`config.mk`:
```
export PLATFORM = sky130hd
export DESIGN_NAME = seq_counter_ctrl
export DESIGN_NICKNAME = d
export VERILOG_FILES = /design/src/rtl/seq_counter_ctrl.sv
export SDC_FILE = /design/constraint.sdc
export NUM_CORES = 1
export LEC_CHECK = 0
export ABC_CLOCK_PERIOD_IN_PS = 2150
export CORE_AREA = 3 3 59 61
export DETAILED_ROUTE_END_ITERATION = 10
export DIE_AREA = 0 0 62 64
export GPL_ROUTABILITY_DRIVEN = 0
export SLEW_MARGIN = 20
export SYNTH_ARGS = -nofsm -noshare
export SYNTH_HDL_FRONTEND = slang
export SYNTH_SLANG_ARGS = --single-unit
```
`constraint.sdc`:
```
create_clock -name clk -period 2.15 [get_ports clk]
set_clock_uncertainty 0.05 [all_clocks]
set_input_delay 0.3225 -clock clk [delete_from_list [all_inputs] [get_ports clk]]
set_output_delay 0.3225 -clock clk [all_outputs]
set_load 0.005 [all_outputs]
```
`src/rtl/seq_counter_ctrl.sv`:
```
// rtl/seq_counter_ctrl.sv - round-robin run controller for the 3-bit sequence counter
// Defining SEQ_CHECK_EN adds a run-time checker of the counter sequence driving seq_err.
module seq_counter_ctrl #(
   parameter int LEN_W = 4
) (
   input  logic             clk,
   input  logic             clr,
   input  logic             req0,
   input  logic             req1,
   input  logic [2:0]       start0,
   input  logic [2:0]       start1,
   input  logic [LEN_W-1:0] len0,
   input  logic [LEN_W-1:0] len1,
   input  logic             abort,
   input  logic [2:0]       cnt_q,
   output logic             cnt_load_en,
   output logic [2:0]       cnt_data,
   output logic             gnt0,
   output logic             gnt1,
   output logic             done0,
   output logic             done1,
   output logic [2:0]       result,
   output logic             result_abort,
   output logic             busy,
   output logic             seq_err
);

   localparam logic [1:0] S_IDLE = 2'd0;
   localparam logic [1:0] S_LOAD = 2'd1;
   localparam logic [1:0] S_RUN  = 2'd2;
   localparam logic [1:0] S_DONE = 2'd3;

   logic [1:0]       state_q, state_d;
   logic             ptr_q, ptr_d;
   logic             owner_q, owner_d;
   logic [2:0]       start_q, start_d;
   logic [LEN_W-1:0] rem_q, rem_d;
   logic             abort_q, abort_d;
   logic [2:0]       park_q, park_d;
   logic [2:0]       result_q, result_d;
   logic             result_abort_q, result_abort_d;
   logic             win;

   always_comb begin
      state_d        = state_q;
      ptr_d          = ptr_q;
      owner_d        = owner_q;
      start_d        = start_q;
      rem_d          = rem_q;
      abort_d        = abort_q;
      park_d         = park_q;
      result_d       = result_q;
      result_abort_d = result_abort_q;
      win            = 1'b0;
      case (state_q)
         S_IDLE: begin
            if (req0 || req1) begin
               // win=1 selects requester 1; pointer only matters under contention
               win     = (req0 && req1) ? ptr_q : req1;
               owner_d = win;
               ptr_d   = ~win;
               start_d = win ? start1 : start0;
               rem_d   = win ? len1 : len0;
               abort_d = 1'b0;
               state_d = S_LOAD;
            end
         end
         S_LOAD: begin
            state_d = (rem_q == '0) ? S_DONE : S_RUN;
         end
         S_RUN: begin
            rem_d = rem_q - LEN_W'(1);
            if (abort) begin
               abort_d = 1'b1;
            end
            if (abort || rem_q == LEN_W'(1)) begin
               state_d = S_DONE;
            end
         end
         default: begin
            result_d       = cnt_q;
            park_d         = cnt_q;
            result_abort_d = abort_q;
            state_d        = S_IDLE;
         end
      endcase
   end

   always_ff @(posedge clk) begin
      if (!clr) begin
         state_q        <= S_IDLE;
         ptr_q          <= 1'b0;
         owner_q        <= 1'b0;
         start_q        <= 3'b000;
         rem_q          <= '0;
         abort_q        <= 1'b0;
         park_q         <= 3'b000;
         result_q       <= 3'b000;
         result_abort_q <= 1'b0;
      end else begin
         state_q        <= state_d;
         ptr_q          <= ptr_d;
         owner_q        <= owner_d;
         start_q        <= start_d;
         rem_q          <= rem_d;
         abort_q        <= abort_d;
         park_q         <= park_d;
         result_q       <= result_d;
         result_abort_q <= result_abort_d;
      end
   end

   always_comb begin
      cnt_load_en = (state_q != S_RUN);
      case (state_q)
         S_LOAD:  cnt_data = start_q;
         S_DONE:  cnt_data = cnt_q;
         default: cnt_data = park_q;
      endcase
   end

   assign gnt0         = (state_q == S_LOAD) && !owner_q;
   assign gnt1         = (state_q == S_LOAD) &&  owner_q;
   assign done0        = (state_q == S_DONE) && !owner_q;
   assign done1        = (state_q == S_DONE) &&  owner_q;
   assign busy         = (state_q != S_IDLE);
   assign result       = result_q;
   assign result_abort = result_abort_q;

`ifdef SEQ_CHECK_EN
   function automatic logic [2:0] seq_next(input logic [2:0] q);
      case (q)
         3'b000:  seq_next = 3'b110;
         3'b001:  seq_next = 3'b110;
         3'b010:  seq_next = 3'b111;
         3'b011:  seq_next = 3'b000;
         3'b100:  seq_next = 3'b111;
         3'b101:  seq_next = 3'b010;
         3'b110:  seq_next = 3'b100;
         default: seq_next = 3'b011;
      endcase
   endfunction

   logic [2:0] exp_q, exp_d;
   logic       err_q, err_d;

   always_comb begin
      exp_d = exp_q;
      err_d = err_q;
      if (state_q == S_LOAD) begin
         exp_d = start_q;
      end else if (state_q == S_RUN) begin
         if (cnt_q != exp_q) begin
            err_d = 1'b1;
         end
         exp_d = seq_next(exp_q);
      end
   end

   always_ff @(posedge clk) begin
      if (!clr) begin
         exp_q <= 3'b000;
         err_q <= 1'b0;
      end else begin
         exp_q <= exp_d;
         err_q <= err_d;
      end
   end

   assign seq_err = err_q;
`else
   assign seq_err = 1'b0;
`endif

endmodule
```
======== Word-level counts from Yosys, hierarchy flattened ========
Cells that the tools add are included.
word-level totals
  input bits .............................. 22
  memory bits (read-only) ................. 0
  bits in writable memories ............... 0
  bits in registers ....................... 16
  latch bits .............................. 0
  logic and storage cells ................. 48
  memories kept ........................... 0
operators by class
  multiplexer cells ....................... 13
  add/sub/neg operators ................... 1
  equality and inequality tests ........... 8
  shift-type cells ........................ 0
  div/mod/pow operators ................... 0
  bitwise operators ....................... 1
  reductions and logical operators ........ 17
  magnitude comparators ................... 0
  multipliers ............................. 0
operators by type and width
  cell                                                 count
  2-to-1 mux 4 bit                                     2
  != test 2 bit, second input constant                 4
  one-hot mux 4 bit (2 select lines)                   1
  one-hot mux 2 bit (3 select lines)                   1
  one-hot mux 3 bit (2 select lines)                   1
  AND reduction 2 bit                                  3
  logical AND 1 bit                                    5
  equality test 2 bit, second input constant           2
  equality test 4 x 1 -> 1 bit, second input constant  1
  logical NOT 4 bit                                    1
  2-to-1 mux 1 bit                                     4
  2-to-1 mux 2 bit                                     2
  nonzero test 2 bit                                   2
  subtractor 4 x 1 -> 4 bit, second input constant     1
  2-to-1 mux 3 bit                                     1
  AND reduction 3 bit                                  1
  OR reduction 3 bit                                   1
  equality test 2 x 1 -> 1 bit, second input constant  1
  logical NOT 2 bit                                    1
  logical OR 1 bit                                     2
  one-hot mux 1 bit (2 select lines)                   1
  logical NOT 1 bit                                    1
  NOT 1 bit                                            1

======== Longest topological paths before layout ========
Gate-level depths: netlist of the first run.
  word-level depth ........................ 5
  mapped depth ............................ 7

======== Worst setup path before layout of the first run ========
OpenSTA, ideal clock, no wires.
  path kind ............................... reg-to-reg
  start point ............................. reg state_q[0]
  end point ............................... reg rem_q[2]
  arrival ................................. 1.392 ns
  path slack .............................. 0.593 ns
  path buffers ............................ 1
  stages on the path, launching flop included .. 8
  data required time ...................... 1.984 ns
  period minus slack after synthesis ...... 1.557 ns
  path through ............................ dfxtp_1 > inv_1 > ha_1 > buf_2 > nor3b_2 > nor2_1 > o32ai_1 > a31o_1
on the way
  word-level cells in the longest chain between the ends .. 3
ends and longest elaborated chain
  element                                                                      RTL line  RTL
  start, declared                                                              33        logic [1:0] state_q, state_d;
  start signal, assigned                                                       101       state_q <= state_d;
  equality test 2 bit / logical NOT 2 bit (equally long branches)              55        case (state_q)
  nonzero test 2 bit (no source line) / != test 2 bit (equally long branches)  n/a
  AND reduction 2 bit (no source line)                                         n/a
  end signal, assigned                                                         105       rem_q <= rem_d;
  end, declared                                                                37        logic [LEN_W-1:0] rem_q, rem_d;
Parallel ways exist; a longest one is shown, timed or not.
A chain may end at the register's enable or synchronous reset.

======== Worst setup path after layout of the first run ========
  start point ............................. reg state_q[1]
  end point ............................... out cnt_load_en
on the way
  word-level cells in the longest chain between the ends .. 1
ends and longest elaborated chain
  element        RTL line  RTL
  != test 2 bit  114       cnt_load_en = (state_q != S_RUN);
  end, declared  16        output logic cnt_load_en,
Every way passes these cells.

==> results.md, run 1 <==
- Synthesized flop and latch total: 16
- Core area: 0.003028 mm²
- Dpl cells: 202
- Syn Area/Cell: 8.351 µm²
- Final-report hold violation count: 0
- Fillers: about 300
- IO Port Bufs: 34
- Mapped Area: 0.001052 mm²
- Worst path required time: about 1.8 ns
- Setup Viol. Count Final: 0
- Syn Inst Count: 126
- Area leader, netlist: dfxtp_1
- P_int: 0.0009994 W
- Final Max Tran Viols: 0
- I/O pin total: 36
- Post-DRT Antenna Nets: 0
- Row Count: 20
- H-tree depth: 1
- Fraction of layout cells with a size suffix above 1: between 10% and 20%
- Status: complete, no violations
- Net Sw Frac: just over 40%
- CTS tree: yes
- Max cap viols: 0
- Pwr/cell area: 1106 mW/mm²
- Post-synth net total: 156
- Synth unique cells: 43
- Pin count of the biggest net entering global routing: 15
- DR DRC count: 0
- Area Overhead vs Synth: 44.47%
- Final min period: 2.059 ns
- Clk network pwr share: about 12%
- Non-Filler Instances: roughly 210
- Clock Tree Buf Depth: 2
- Avg WL per Cell: approximately 13 µm
- Number of vias per cell: 4.841
- Clk_lat worst skew: ~0.29 ns
- First-pass GRT wire length: 4485 µm
- Total Routed Length: 2737 µm
- Post-synth top area share: between 30% and 40%
- Yosys warning count: 0
- CP endpoint kind: output pin
- Worst-path clk slew: 0.10 ns
- Sequential power share: 29.6%
- Fin nets: a little under 200
- Crit path cell chain: buf_4 -> ha_2 -> inv_2 -> clkdlybuf4s50_1
- Arr. time, crit path: 1.69 ns
- Sequential fraction of the synthesis area: 30.44%
- Worst-path maximum fanout: 7
- Initial Util: 34.75%
- Top cells by area, synth: dfxtp_1 (30%), ha_1 (9.5%), mux2i_1 (5.7%)
- Period Utilization, post-route: 95.78%
- DR iter-0 viols: 42
- Die area: approximately 0.004 mm²
- GRT Overall Usage: 14.56%
- Die Span X: 62 µm
- Diode count: 0
- Clock sinks: 16
- Vias in the first global route: slightly below 1000
- Vias: 1002
- Root buf cell: clkbuf_4
- DP HPWL: 2036 µm
- Hold Buf Count CTS: 0
- Die Span Y: around 64 µm
- Antenna violations before repair: 0
- Leak Pwr: about 0.60 nW
- Tot Pwr: 0.001681 W
- HP Class: flip-flop to flip-flop
- Max incr delay on CP: 0.52 ns
- CP Class: flip-flop to output pin
- CP Launch Type: flip-flop
- Total CTS buffers: 3
- Grt ovf: 0
- Worst path slowest cell: clkdlybuf4s50_1
- 1st-pass router iterations: 5
- Worst VDD drop: 0.0005652 V
- Combinational Power Share: between 50 and 60%
- Psw: 0.0006821 W
- Max Fclk: 485.6 MHz
[registers in the layout, summed over array words and instances, names as in the netlist]
name	cells
ptr_q	1
rem_q	4
start_q	3
state_q	2
abort_q	1
owner_q	1
result_abort	1
result	3
[placed cells by master, fill, tap and decap left out, types with 2 or more instances in the layout]
master	n
clkdlybuf4s50_1	33
nand2_1	16
dfxtp_1	14
nor2_1	10
a21oi_1	8
inv_1	7
a22oi_1	6
mux2i_1	6
ha_1	5
nor2b_1	4
nand3_1	4
buf_4	4
o21ai_0	3
clkbuf_4	3
and2_1	2
a311oi_1	2
o31ai_1	2
ha_4	2
dfxtp_4	2
[through the flow]
| step | TNS, ns | worst slack (ns) | hold slack [ns] | area, µm² | utilization (%) |
|---|---|---|---|---|---|
| floorplan | 0 | 0.5928 | 0.3794 | 1052 | - |
| global placement | 0 | 0.2214 | 0.4046 | 1431 | 47.27 |
| detailed placement | 0 | 0.2030 | 0.4053 | 1431 | 47.27 |
| CTS | -0.01642 | -0.01043 | 0.4196 | 1476 | 48.76 |
| global route | -0.01623 | -0.01383 | 0.4473 | 1520 | 50.21 |
| finish | 0 | 0.09064 | 0.4172 | 1520 | 50.21 |
[logic make-up (layout without fill, tap and decap cells)]
family                   Yosys count  after routing  synth area share (%)
buffers and inverters             13             50                 6.539
other                              1              1                0.3564
AND/OR/NAND/NOR                   47             47                 22.83
adder cells (fa/ha/maj)            8              8                 9.513
AO/OA/AOI/OAI                     34             34                 23.54
flip-flops                        16             16                 30.44
multiplexers                       7              7                 6.778
[routing by layer]
layer	wire (µm)	vias to the layer above	GRT usage (%)	part of all wire (%)
met3	181	2	4.040	6.6
met1	1230	447	19.41	45
met5	0	-	0	0
met2	1314	28	23.70	48
met4	10	0	1.592	0.37
li1	-	525	-	-
[power by group through the flow]
stage	Clock (W)	Sequential [W]	Combinational, W
floorplan	0	0.000456	0.000614
global placement	0	0.000480	0.000897
detailed placement	0	0.000483	0.000905
CTS	0.000211	0.000480	0.000928
global route	0.000222	0.000517	0.00110
finish	0.000203	0.000498	0.000981
[area by class of cell]
| class | count | area, µm² | area share [%] |
|---|---|---|---|
| well taps | 44 | 55.05 | 3.621 |
| inverters | 8 | 30.03 | 1.975 |
| repair buffers | 38 | 372.9 | 24.53 |
| multi-input cells | 97 | 698.2 | 45.93 |
| flip-flops and latches | 16 | 327.8 | 21.56 |
| clock buffers | 4 | 36.28 | 2.387 |
[synth_stat cells]
cell type and count:
a211o_1 1, a21boi_0 1, a21oi_1 8, a21oi_2 1, a221oi_1 1, a22oi_1 6, a311oi_1 2, a31o_1 1
and2_1 2, and2_2 1, and2b_1 1, buf_2 1, buf_4 1, buf_6 2, clkbuf_1 1, conb_1 1
dfxtp_1 16, ha_1 8, inv_1 8, mux2_1 1, mux2i_1 6, nand2_1 16, nand2b_1 1, nand3_1 4
nor2_1 11, nor2b_1 4, nor3_1 1, nor3_2 1, nor3b_1 1, nor3b_2 1, o211ai_2 1, o21ai_0 3
o21ai_1 1, o21ai_2 1, o22ai_1 1, o31a_1 1, o31ai_1 2, o31ai_2 1, o32a_1 1, o32ai_1 1
or3_1 1, or3b_4 1, or4_1 1
[worst max-delay path: cells and delay by family (launching register included)]
family / cells / cell delay, ns
flip-flops: 1 / 0.37
buffers and inverters: 3 / 0.79
adder cells (fa/ha/maj): 1 / 0.23
[what timing repair did]
| action | 4_1_cts | 5_1_grt |
|---|---|---|
| endpoints found under the hold margin | 0 | 0 |
| buffers inserted | 0 | 1 |
| pin swaps | 0 | 1 |
| endpoints found under the setup margin | 6 | 9 |
| resized for setup | 5 | 8 |
[worst paths after layout]
kind	slack, ns	from	end	cells past startpoint
worst max register to register	0.35	state_q[1]	rem_q[0]	5
worst min-delay path	0.42	start_q[0]	start_q[0]	2
worst max-delay path	0.09	state_q[1]	cnt_load_en	4
worst min register to register	0.42	start_q[0]	start_q[0]	2
Note: power is estimated with default switching activity, not from simulation.
==> run 2: changes to the inputs <==
Settings changed: CTS_CLUSTER_DIAMETER set to 200, SLEW_MARGIN 20 to not set.
==> results of run 2 <==
No change in the layout: final DEF, timing and power equal those of run 1.
==> run 3: changes to the inputs <==
Settings changed: CORE_AREA 3 3 59 61 to 3 3 74 48, DIE_AREA 0 0 62 64 to 0 0 77 51.
==> run 3 against run 2 <==
First-iteration DRC count grew to 2.7 times the previous value. Fmax is 0.11% lower. Hold slack better by 0.0029 ns. Sequential share of layout area is 0.14 points higher. Non-clock buffer count is 2 lower. Global-route usage is 0.31 points higher. Combinational power is 7.1% lower.
==> results.md, run 3 (synthesized netlist as in run 1, its figures left out) <==
- Biggest register: rem_q
- Max cap viols: 0
- Die Span X: between 70 and 80 µm
- Max Fclk: between 400 and 500 MHz
- CTS tree: yes
- Leak Pwr: about 0.6 nW
- Vias in the first global route: 962
- Final min period: 2.062 ns
- Max reg flops: 4
- Pwr/cell area: 1126 mW/mm²
- CP Launch Type: flip-flop
- HP Class: flip-flop to flip-flop
- Fin nets: about 190
- Initial Util: 36.64%
- Arr. time, crit path: approximately 1.7 ns
- CP endpoint kind: output pin
- Status: complete, no violations
- GRT Overall Usage: about 15%
- Total CTS buffers: 3
- Period Utilization, post-route: 95.89%
- Final-report hold violation count: 0
- Pin count of the biggest net entering global routing: 15
- Fillers: 285
- Fraction of layout cells with a size suffix above 1: 12.42%
- Total Routed Length: 2861 µm
- Diode count: 0
- Area Overhead vs Synth: 42.45%
- First-pass GRT wire length: 4616 µm
- I/O pin total: 36
- Most frequent cells in the layout: clkdlybuf4s50_1 (34), nand2_1 (16), dfxtp_1 (14), nor2_1 (10), a21oi_1 (8)
- Clock sinks: 16
- CP Class: flip-flop to output pin
- Setup ws final: 0.08841 ns
- DR DRC count: 0
- Clk_lat worst skew: 0.25 ns
- RSZ-0062 raised after global routing: no
- Worst VDD drop: approximately 0.00054 V
- H-tree depth: 1
- Setup repair bufs after CTS: 0
- Clock Tree Buf Depth: 2
- Avg WL per Cell: between 10 and 15 µm
- Root buf cell: clkbuf_8
- DR iter-0 viols: 112
- Setup Viol. Count Final: 0
- IO Port Bufs: 34
- 1st-pass router iterations: 4
- Grt ovf: 0
- Worst path required time: 1.78 ns
- Vias: 1025
- Worst-path clk slew: 0.07 ns
- Antenna violations before repair: 0
- Worst-path maximum fanout: 11
- Post-DRT Antenna Nets: 0
- Tot Pwr: 0.001687 W
- Row Count: 15
- Sum Neg Setup Slack: 0 ns
- Die area: between 0.003 and 0.004 mm²
- Die Span Y: 51 µm
- Final Max Tran Viols: 0
- Number of vias per cell: a little over 5
- DP HPWL: 2215 µm
- Core area: between 0.002 and 0.003 mm²
- Most common cell after layout, fill and taps aside: clkdlybuf4s50_1
- Pre-CTS setup slack: 0.2063 ns
run 3: worst paths after layout:
path / from / endpoint / slack (ns) / depth (start not counted)
setup reg to reg: state_q[1] / rem_q[0] / 0.29 / 5
setup / recovery: state_q[0] / busy / 0.09 / 4
hold / removal: start_q[2] / start_q[2] / 0.42 / 2
hold reg to reg: start_q[2] / start_q[2] / 0.42 / 2
run 3: final cells by class:
type | instances | area (µm²) | area share [%]
Inverter | 8 | 30.03 | 2.003
Tap cell | 42 | 52.55 | 3.506
Sequential cell | 16 | 325.3 | 21.70
Clock buffer | 4 | 55.05 | 3.673
Timing Repair Buffer | 36 | 355.3 | 23.71
Multi-Input combinational cell | 97 | 680.7 | 45.41
run 3: timing repair:
item / CTS / global route
pin swaps: 0 / 0
endpoints found under the setup margin: 6 / 6
hold buffers: 0 / 0
resized for setup: 4 / 4
run 3: metrics by stage:
stage,hold WS [ns],instance area [µm²],cells,util [%]
after floorplan,0.3794,1052,126,-
after global placement,0.4144,1421,199,49.50
after detailed placement,0.4126,1421,199,49.50
after CTS,0.4245,1484,203,51.68
after global routing,0.4604,1499,203,52.20
final,0.4201,1499,203,52.20
run 3: routing by layer:
| layer | GRT usage, % | part of all wire, % | vias to the layer above |
|---|---|---|---|
| li1 | - | - | 515 |
| met1 | 20.59 | 48 | 476 |
| met2 | 22.25 | 44 | 32 |
| met3 | 4.754 | 7.7 | 2 |
| met4 | 3.846 | 0.35 | 0 |
| met5 | 0 | 0 | - |
run 3: power by group:
part           switching (W)  internal, W
Combinational       0.000455     0.000456
Clock               0.000109     0.000163
Sequential          0.000111     0.000393
run 3: critical path, stage by stage (launching register included):
cell	delay [ns]
dfxtp_2	0.39
inv_1	0.08
ha_1	0.32
inv_1	0.14
clkdlybuf4s50_1	0.52
